### src/rtl/vga_timing_pkg.sv
// vga_timing_pkg: mode constants and decode bundle shared by the raster timing generator
package vga_timing_pkg;
  typedef struct packed {
    logic visible;
    logic hsync;
    logic vsync;
    logic line_start;
    logic frame_start;
  } decode_t;
  localparam int M640_H_VISIBLE = 640;
  localparam int M640_H_FRONT_PORCH = 16;
  localparam int M640_H_SYNC_PULSE = 96;
  localparam int M640_H_BACK_PORCH = 48;
  localparam int M640_H_WHOLE_LINE = 800;
  localparam int M640_V_VISIBLE = 480;
  localparam int M640_V_FRONT_PORCH = 10;
  localparam int M640_V_SYNC_PULSE = 2;
  localparam int M640_V_BACK_PORCH = 33;
  localparam int M640_V_WHOLE_FRAME = 525;
  localparam bit M640_HSYNC_POL = 1'b0;
  localparam bit M640_VSYNC_POL = 1'b0;
  localparam int M800_H_VISIBLE = 800;
  localparam int M800_H_FRONT_PORCH = 56;
  localparam int M800_H_SYNC_PULSE = 120;
  localparam int M800_H_BACK_PORCH = 64;
  localparam int M800_H_WHOLE_LINE = 1040;
  localparam int M800_V_VISIBLE = 600;
  localparam int M800_V_FRONT_PORCH = 37;
  localparam int M800_V_SYNC_PULSE = 6;
  localparam int M800_V_BACK_PORCH = 23;
  localparam int M800_V_WHOLE_FRAME = 666;
  localparam bit M800_HSYNC_POL = 1'b1;
  localparam bit M800_VSYNC_POL = 1'b1;
  function automatic decode_t idle_decode(input logic hpol, input logic vpol);
    return '{visible: 1'b0, hsync: !hpol, vsync: !vpol, line_start: 1'b0, frame_start: 1'b0};
  endfunction
endpackage

### src/rtl/vga_delay_line.sv
// vga_delay_line: enabled shift register for the decode bundle; pass-through at depth 0
module vga_delay_line
  import vga_timing_pkg::*;
#(
  parameter int DEPTH = 0
) (
  input  logic    clk,
  input  logic    rst,
  input  logic    en,
  input  decode_t rst_val,
  input  decode_t d,
  output decode_t q
);
  localparam int N = DEPTH > 0 ? DEPTH : 1;
  decode_t stage [N];
  // shift one stage per enabled pixel slot; reset flushes every stage to idle
  always_ff @(posedge clk) begin
    if (rst) begin
      for (int i = 0; i < N; i++) stage[i] <= rst_val;
    end else if (en) begin
      stage[0] <= d;
      for (int i = 1; i < N; i++) stage[i] <= stage[i-1];
    end
  end
  assign q = DEPTH == 0 ? d : stage[N-1];
endmodule

### src/rtl/vga_timing.sv
// vga_timing: parametrised raster timing generator; VGA_TIMING_FRAME_COUNT_EN builds the frame counter
module vga_timing
  import vga_timing_pkg::*;
#(
  parameter int H_VISIBLE     = M640_H_VISIBLE,
  parameter int H_FRONT_PORCH = M640_H_FRONT_PORCH,
  parameter int H_SYNC_PULSE  = M640_H_SYNC_PULSE,
  parameter int H_BACK_PORCH  = M640_H_BACK_PORCH,
  parameter int H_WHOLE_LINE  = M640_H_WHOLE_LINE,
  parameter int V_VISIBLE     = M640_V_VISIBLE,
  parameter int V_FRONT_PORCH = M640_V_FRONT_PORCH,
  parameter int V_SYNC_PULSE  = M640_V_SYNC_PULSE,
  parameter int V_BACK_PORCH  = M640_V_BACK_PORCH,
  parameter int V_WHOLE_FRAME = M640_V_WHOLE_FRAME,
  parameter bit HSYNC_POL     = M640_HSYNC_POL,
  parameter bit VSYNC_POL     = M640_VSYNC_POL,
  parameter int COORD_WIDTH   = 10,
  parameter int PIPE_DELAY    = 0,
  parameter int FRAME_WIDTH   = 8
) (
  input  logic                   clk_i,
  input  logic                   reset_i,
  input  logic                   pix_en_i,
  output logic [COORD_WIDTH-1:0] column_o,
  output logic [COORD_WIDTH-1:0] row_o,
  output logic                   visible_o,
  output logic                   hsync_o,
  output logic                   vsync_o,
  output logic                   line_start_o,
  output logic                   frame_start_o,
  output logic [FRAME_WIDTH-1:0] frame_o
);
  if (H_WHOLE_LINE != H_VISIBLE + H_FRONT_PORCH + H_SYNC_PULSE + H_BACK_PORCH) begin : g_bad_h
    $error("vga_timing: H_WHOLE_LINE does not equal the sum of the horizontal segments");
  end
  if (V_WHOLE_FRAME != V_VISIBLE + V_FRONT_PORCH + V_SYNC_PULSE + V_BACK_PORCH) begin : g_bad_v
    $error("vga_timing: V_WHOLE_FRAME does not equal the sum of the vertical segments");
  end
  if ((64'd1 << COORD_WIDTH) < 64'(H_WHOLE_LINE) || (64'd1 << COORD_WIDTH) < 64'(V_WHOLE_FRAME)) begin : g_bad_w
    $error("vga_timing: COORD_WIDTH too small for the raster");
  end
  if (PIPE_DELAY < 0 || PIPE_DELAY > 8) begin : g_bad_d
    $error("vga_timing: PIPE_DELAY outside 0..8");
  end
  localparam int CW = COORD_WIDTH + 1;
  localparam logic [COORD_WIDTH-1:0] H_LAST = COORD_WIDTH'(H_WHOLE_LINE - 1);
  localparam logic [COORD_WIDTH-1:0] V_LAST = COORD_WIDTH'(V_WHOLE_FRAME - 1);
  localparam logic [COORD_WIDTH:0] H_VIS_END = CW'(H_VISIBLE);
  localparam logic [COORD_WIDTH:0] H_SYNC_START = CW'(H_VISIBLE + H_FRONT_PORCH);
  localparam logic [COORD_WIDTH:0] H_SYNC_END = CW'(H_VISIBLE + H_FRONT_PORCH + H_SYNC_PULSE);
  localparam logic [COORD_WIDTH:0] V_VIS_END = CW'(V_VISIBLE);
  localparam logic [COORD_WIDTH:0] V_SYNC_START = CW'(V_VISIBLE + V_FRONT_PORCH);
  localparam logic [COORD_WIDTH:0] V_SYNC_END = CW'(V_VISIBLE + V_FRONT_PORCH + V_SYNC_PULSE);
  localparam decode_t IDLE = idle_decode(HSYNC_POL, VSYNC_POL);
  logic end_line, end_frame;
  logic [COORD_WIDTH:0] col_x, row_x;
  decode_t dec0, dec_q;
  assign end_line = column_o == H_LAST;
  assign end_frame = end_line && row_o == V_LAST;
  assign col_x = {1'b0, column_o};
  assign row_x = {1'b0, row_o};
  // raster position advances one column per enabled slot, wrapping line then frame
  always_ff @(posedge clk_i) begin
    if (reset_i) begin
      column_o <= '0;
      row_o <= '0;
    end else if (pix_en_i) begin
      column_o <= end_line ? '0 : column_o + COORD_WIDTH'(1);
      if (end_line) row_o <= end_frame ? '0 : row_o + COORD_WIDTH'(1);
    end
  end
  // stage-0 decode of the current position; vsync spans whole lines of its window
  always_comb begin
    dec0.visible = col_x < H_VIS_END && row_x < V_VIS_END;
    dec0.hsync = (col_x >= H_SYNC_START && col_x < H_SYNC_END) ? HSYNC_POL : !HSYNC_POL;
    dec0.vsync = (row_x >= V_SYNC_START && row_x < V_SYNC_END) ? VSYNC_POL : !VSYNC_POL;
    dec0.line_start = column_o == '0;
    dec0.frame_start = column_o == '0 && row_o == '0;
  end
  vga_delay_line #(.DEPTH(PIPE_DELAY)) u_delay (
    .clk(clk_i),
    .rst(reset_i),
    .en(pix_en_i),
    .rst_val(IDLE),
    .d(dec0),
    .q(dec_q)
  );
  assign visible_o = dec_q.visible;
  assign hsync_o = dec_q.hsync;
  assign vsync_o = dec_q.vsync;
  assign line_start_o = dec_q.line_start;
  assign frame_start_o = dec_q.frame_start;
`ifdef VGA_TIMING_FRAME_COUNT_EN
  // count completed frames on the slot that wraps the raster back to the origin
  always_ff @(posedge clk_i) begin
    if (reset_i) frame_o <= '0;
    else if (pix_en_i && end_frame) frame_o <= frame_o + FRAME_WIDTH'(1);
  end
`else
  assign frame_o = '0;
`endif
endmodule
### config.mk
export PLATFORM = sky130hd
export DESIGN_NAME = vga_timing
export DESIGN_NICKNAME = d
export VERILOG_FILES = /design/src/rtl/vga_timing_pkg.sv /design/src/rtl/vga_delay_line.sv /design/src/rtl/vga_timing.sv
export SDC_FILE = /design/constraint.sdc
export NUM_CORES = 1
export LEC_CHECK = 0
export BUFFER_PORTS_ARGS = -buffer_cell sky130_fd_sc_hd__buf_4
export CAP_MARGIN = 20
export CELL_PAD_IN_SITES_DETAIL_PLACEMENT = 1
export CELL_PAD_IN_SITES_GLOBAL_PLACEMENT = 1
export CORE_MARGIN = 2
export CORE_UTILIZATION = 36
export CTS_CLUSTER_DIAMETER = 80
export DETAILED_ROUTE_END_ITERATION = 10
export GPL_ROUTABILITY_DRIVEN = 0
export HOLD_SLACK_MARGIN = 0.05
export PLACE_DENSITY = 0.86
export SLEW_MARGIN = 20
export SYNTH_ARGS = -nofsm -noshare
export SYNTH_HDL_FRONTEND = slang
export SYNTH_SLANG_ARGS = --single-unit
### constraint.sdc
create_clock -name clk_i -period 2.4 [get_ports clk_i]
set_clock_uncertainty 0.1 [all_clocks]
set_input_delay 0.48 -clock clk_i [delete_from_list [all_inputs] [get_ports clk_i]]
set_output_delay 0.48 -clock clk_i [all_outputs]
set_load 0.005 [all_outputs]
==> impl_results.md <==
- Final nets: 171
- Worst min path class: in2reg
- Xor and xnor area share after synthesis: 9.032%
- Crit path max fanout: 8
- Power density cells: 417.2 mW/mm2
- Register area: 402.9 um2
- Post-Synth Simple-Gate Area: 33.44%
- N_diodes: 0
- Worst-margin pin slew: 0.5323 ns
- Post-synth ARST share: 0%
- Layout area overhead: 21.29%
- Pre-CTS setup slack: 0.3434 ns
- Total CTS buffers: 3
- Outcome: finished clean
- Post-synth EDFFs: 0
- Endpoints failing hold: 0
- # setup viols final: 0
- Mean Syn Cell Area: 8.432 um2
- Post-CTS setup buffers: 0
- Clk root buf: clkbuf_4
- Dpl hpwl: 2.514 mm
- Post-DRT Antenna Nets: 0
- Adder-Cell Fraction of Synth Area: 4.301%
- Setup TNS Final: 0 ns
- Seq/Total Area, Yosys: 34.41%
- Relative slew slack: 64.44%
- Top FF cell, synth: dfxtp_1
- Drt drc: 0
- Synth top area share: 34.41%
- Fin cells: 207
- Filler instances: 387
- Unrepaired setup endpoints after global routing: no
- Die width: 60.86 um
- Initial DRC count: 50
- CTS tree: built
- Finished Core Util: 46.23%
- IO Port Bufs: 27
- Vias in the first global route: 1123
- Initial antenna violation count: 0
- Data required time at the worst endpoint: 1.82 ns
- First-pass GRT wire length: 5.609 mm
- WL/cell: 15.95 um
- Clock Latency Late Sink: 0.30 ns
- Total track usage: 20.23%
- Post-synth top area cell: dfxtp_1
- Setup CP Type: reg2out
- Mux contribution to synthesized area: 0.8602%
- Reg2Reg Setup Slack: 0.35 ns
- CP Data Arrival Time: 1.71 ns
- Worst-path clk slew: 0.12 ns
- Leak: 0.5498 nW
- Highest clock rate: 0.4371 GHz
- Total wire length after detailed routing: 3.302 mm
- Htree depth: 1
- Setup slack after layout: 0.1120 ns
- Post-synth cell types: 34
- Synth Area in Compound Gates: 7.849%
- Yosys warnings: 0
- DR pass1 iterations: 4
- Largest family of logic cells by synthesized area: simple AND/OR/NAND/NOR gates
- Starting Density: 38.11%
- # rows: 20
- Via density: 5.319
- Grt total ovfl: 0
- Total chip power: 588.8 uW
- Total core area: 0.003053 mm2
- Dpl cells: 203
- Synth area leaders: dfxtp_1 (34%), buf_4 (6.5%), xor2_1 (6.0%), nor3_1 (4.7%), ha_1 (4.3%)
- Multi-input logic area: 688.2 um2
- Peak supply drop: 0.1899 mV
- Mapped Cells: 138
- Min Clock Period, post-route: 2.288 ns
- Flops & latches, synth: 20
- DIE HEIGHT: 60.86 um
- Ports: 36
- Clock Tree Buf Depth: 2
- Syn Std Cell Area: 0.001164 mm2
- Die footprint: 0.003703 mm2
- Startpoint Class: flip-flop
- Largest net degree at the start of global routing: 16
- Final period util: 95.33%
- Max Cap Viol: 0
- Pins over their slew limit: 0
- Via Count: 1101
- Layout cell share with drive strength beyond 1: 23.93%
- Critical path endpoint category: primary output
- Clock Sinks: 20
==> state kept, by name (all words and copies together) (netlist names) <==
name,flops
column_o,10
row_o,10
==> power by group <==
part	switching (mW)	internal [mW]
combinational	0.0266	0.0249
clock	0.104	0.0924
sequential	0.00516	0.335
==> placed cells by master, fill, tap and decap left out, drive strengths merged <==
| master | Yosys | routed |
|---|---|---|
| nor2b | 2 | 2 |
| or3 | 2 | 2 |
| o311ai | 1 | 1 |
| conb | 1 | 8 |
| xor2 | 8 | 8 |
| nand2 | 7 | 7 |
| a21oi | 7 | 7 |
| and4b | 1 | 1 |
| nor3 | 11 | 11 |
| o21a | 1 | 1 |
| inv | 7 | 7 |
| o31ai | 3 | 3 |
| nand4b | 1 | 1 |
| nand4bb | 1 | 1 |
| o21bai | 1 | 1 |
| and3 | 4 | 4 |
| nor4b | 2 | 2 |
| xnor2 | 4 | 4 |
| nor4 | 1 | 1 |
| buf | 11 | 27 |
| nor2 | 10 | 10 |
| nand4 | 7 | 7 |
| mux2i | 1 | 1 |
| clkbuf | 2 | 4 |
| or4 | 4 | 4 |
| o21ai | 2 | 2 |
| nand3 | 9 | 9 |
| ha | 4 | 4 |
| dfxtp | 20 | 20 |
| and4 | 3 | 3 |
==> worst paths after layout <==
path | to | depth (start not counted) | start
hold / removal | column_o[1] | 2 | pix_en_i
setup reg to reg | row_o[3] | 5 | column_o[0]
hold reg to reg | row_o[0] | 2 | row_o[0]
setup / recovery | hsync_o | 3 | column_o[5]
==> cells by family after synthesis <==
kind of cell / Yosys count
flip-flops: 20
AO/OA/AOI/OAI: 15
multiplexers: 1
AND/OR/NAND/NOR: 65
adder cells (fa/ha/maj): 4
other: 1
XOR/XNOR: 12
buffers and inverters: 20
==> final cells by class <==
cell class | count | share of cell area (%)
Sequential cell | 20 | 28.55
Multi-Input combinational cell | 105 | 48.76
Inverter | 7 | 1.862
Tap cell | 44 | 3.901
Clock buffer | 4 | 2.571
Timing Repair Buffer | 27 | 14.36
==> cell usage after synthesis (2+ instances only) <==
| master | instances |
|---|---|
| or4_1 | 2 |
| nand2_1 | 7 |
| nand3_1 | 9 |
| o31ai_1 | 3 |
| dfxtp_1 | 20 |
| a21oi_1 | 7 |
| nor2b_1 | 2 |
| inv_1 | 7 |
| buf_4 | 10 |
| clkbuf_1 | 2 |
| nor3_1 | 11 |
| and4_1 | 3 |
| nor4b_1 | 2 |
| o21ai_0 | 2 |
| xor2_1 | 8 |
| or3_1 | 2 |
| and3_1 | 4 |
| xnor2_1 | 4 |
| ha_1 | 4 |
| nor2_1 | 10 |
| nand4_1 | 6 |
==> worst max-delay path, cell delays in order, from the launching register on <==
cell and delay (ns):
dfxtp_1 0.42, and3_1 0.22, or4_2 0.61, buf_4 0.16
==> routing by layer <==
metal | wire [um] | GRT usage (%) | up-vias
li1 | - | - | 531
met1 | 1439 | 24.97 | 538
met2 | 1722 | 36.71 | 30
met3 | 132 | 3.838 | 2
met4 | 7 | 3.727 | 0
met5 | 0 | 0 | -
==> stage by stage <==
stage          hold slack [ns]  area, um2
2_1_floorplan           0.3971       1190
3_3_place_gp            0.4105       1360
3_5_place_dp            0.4325       1360
4_1_cts                 0.3145       1396
5_1_grt                 0.3334       1411
6_report                0.3250       1411
==> repair_timing <==
action	4_1_cts	5_1_grt
hold buffers	0	0
gates resized for setup	0	4
setup endpoints to repair	0	2
Power figures use the tool's default switching activity.
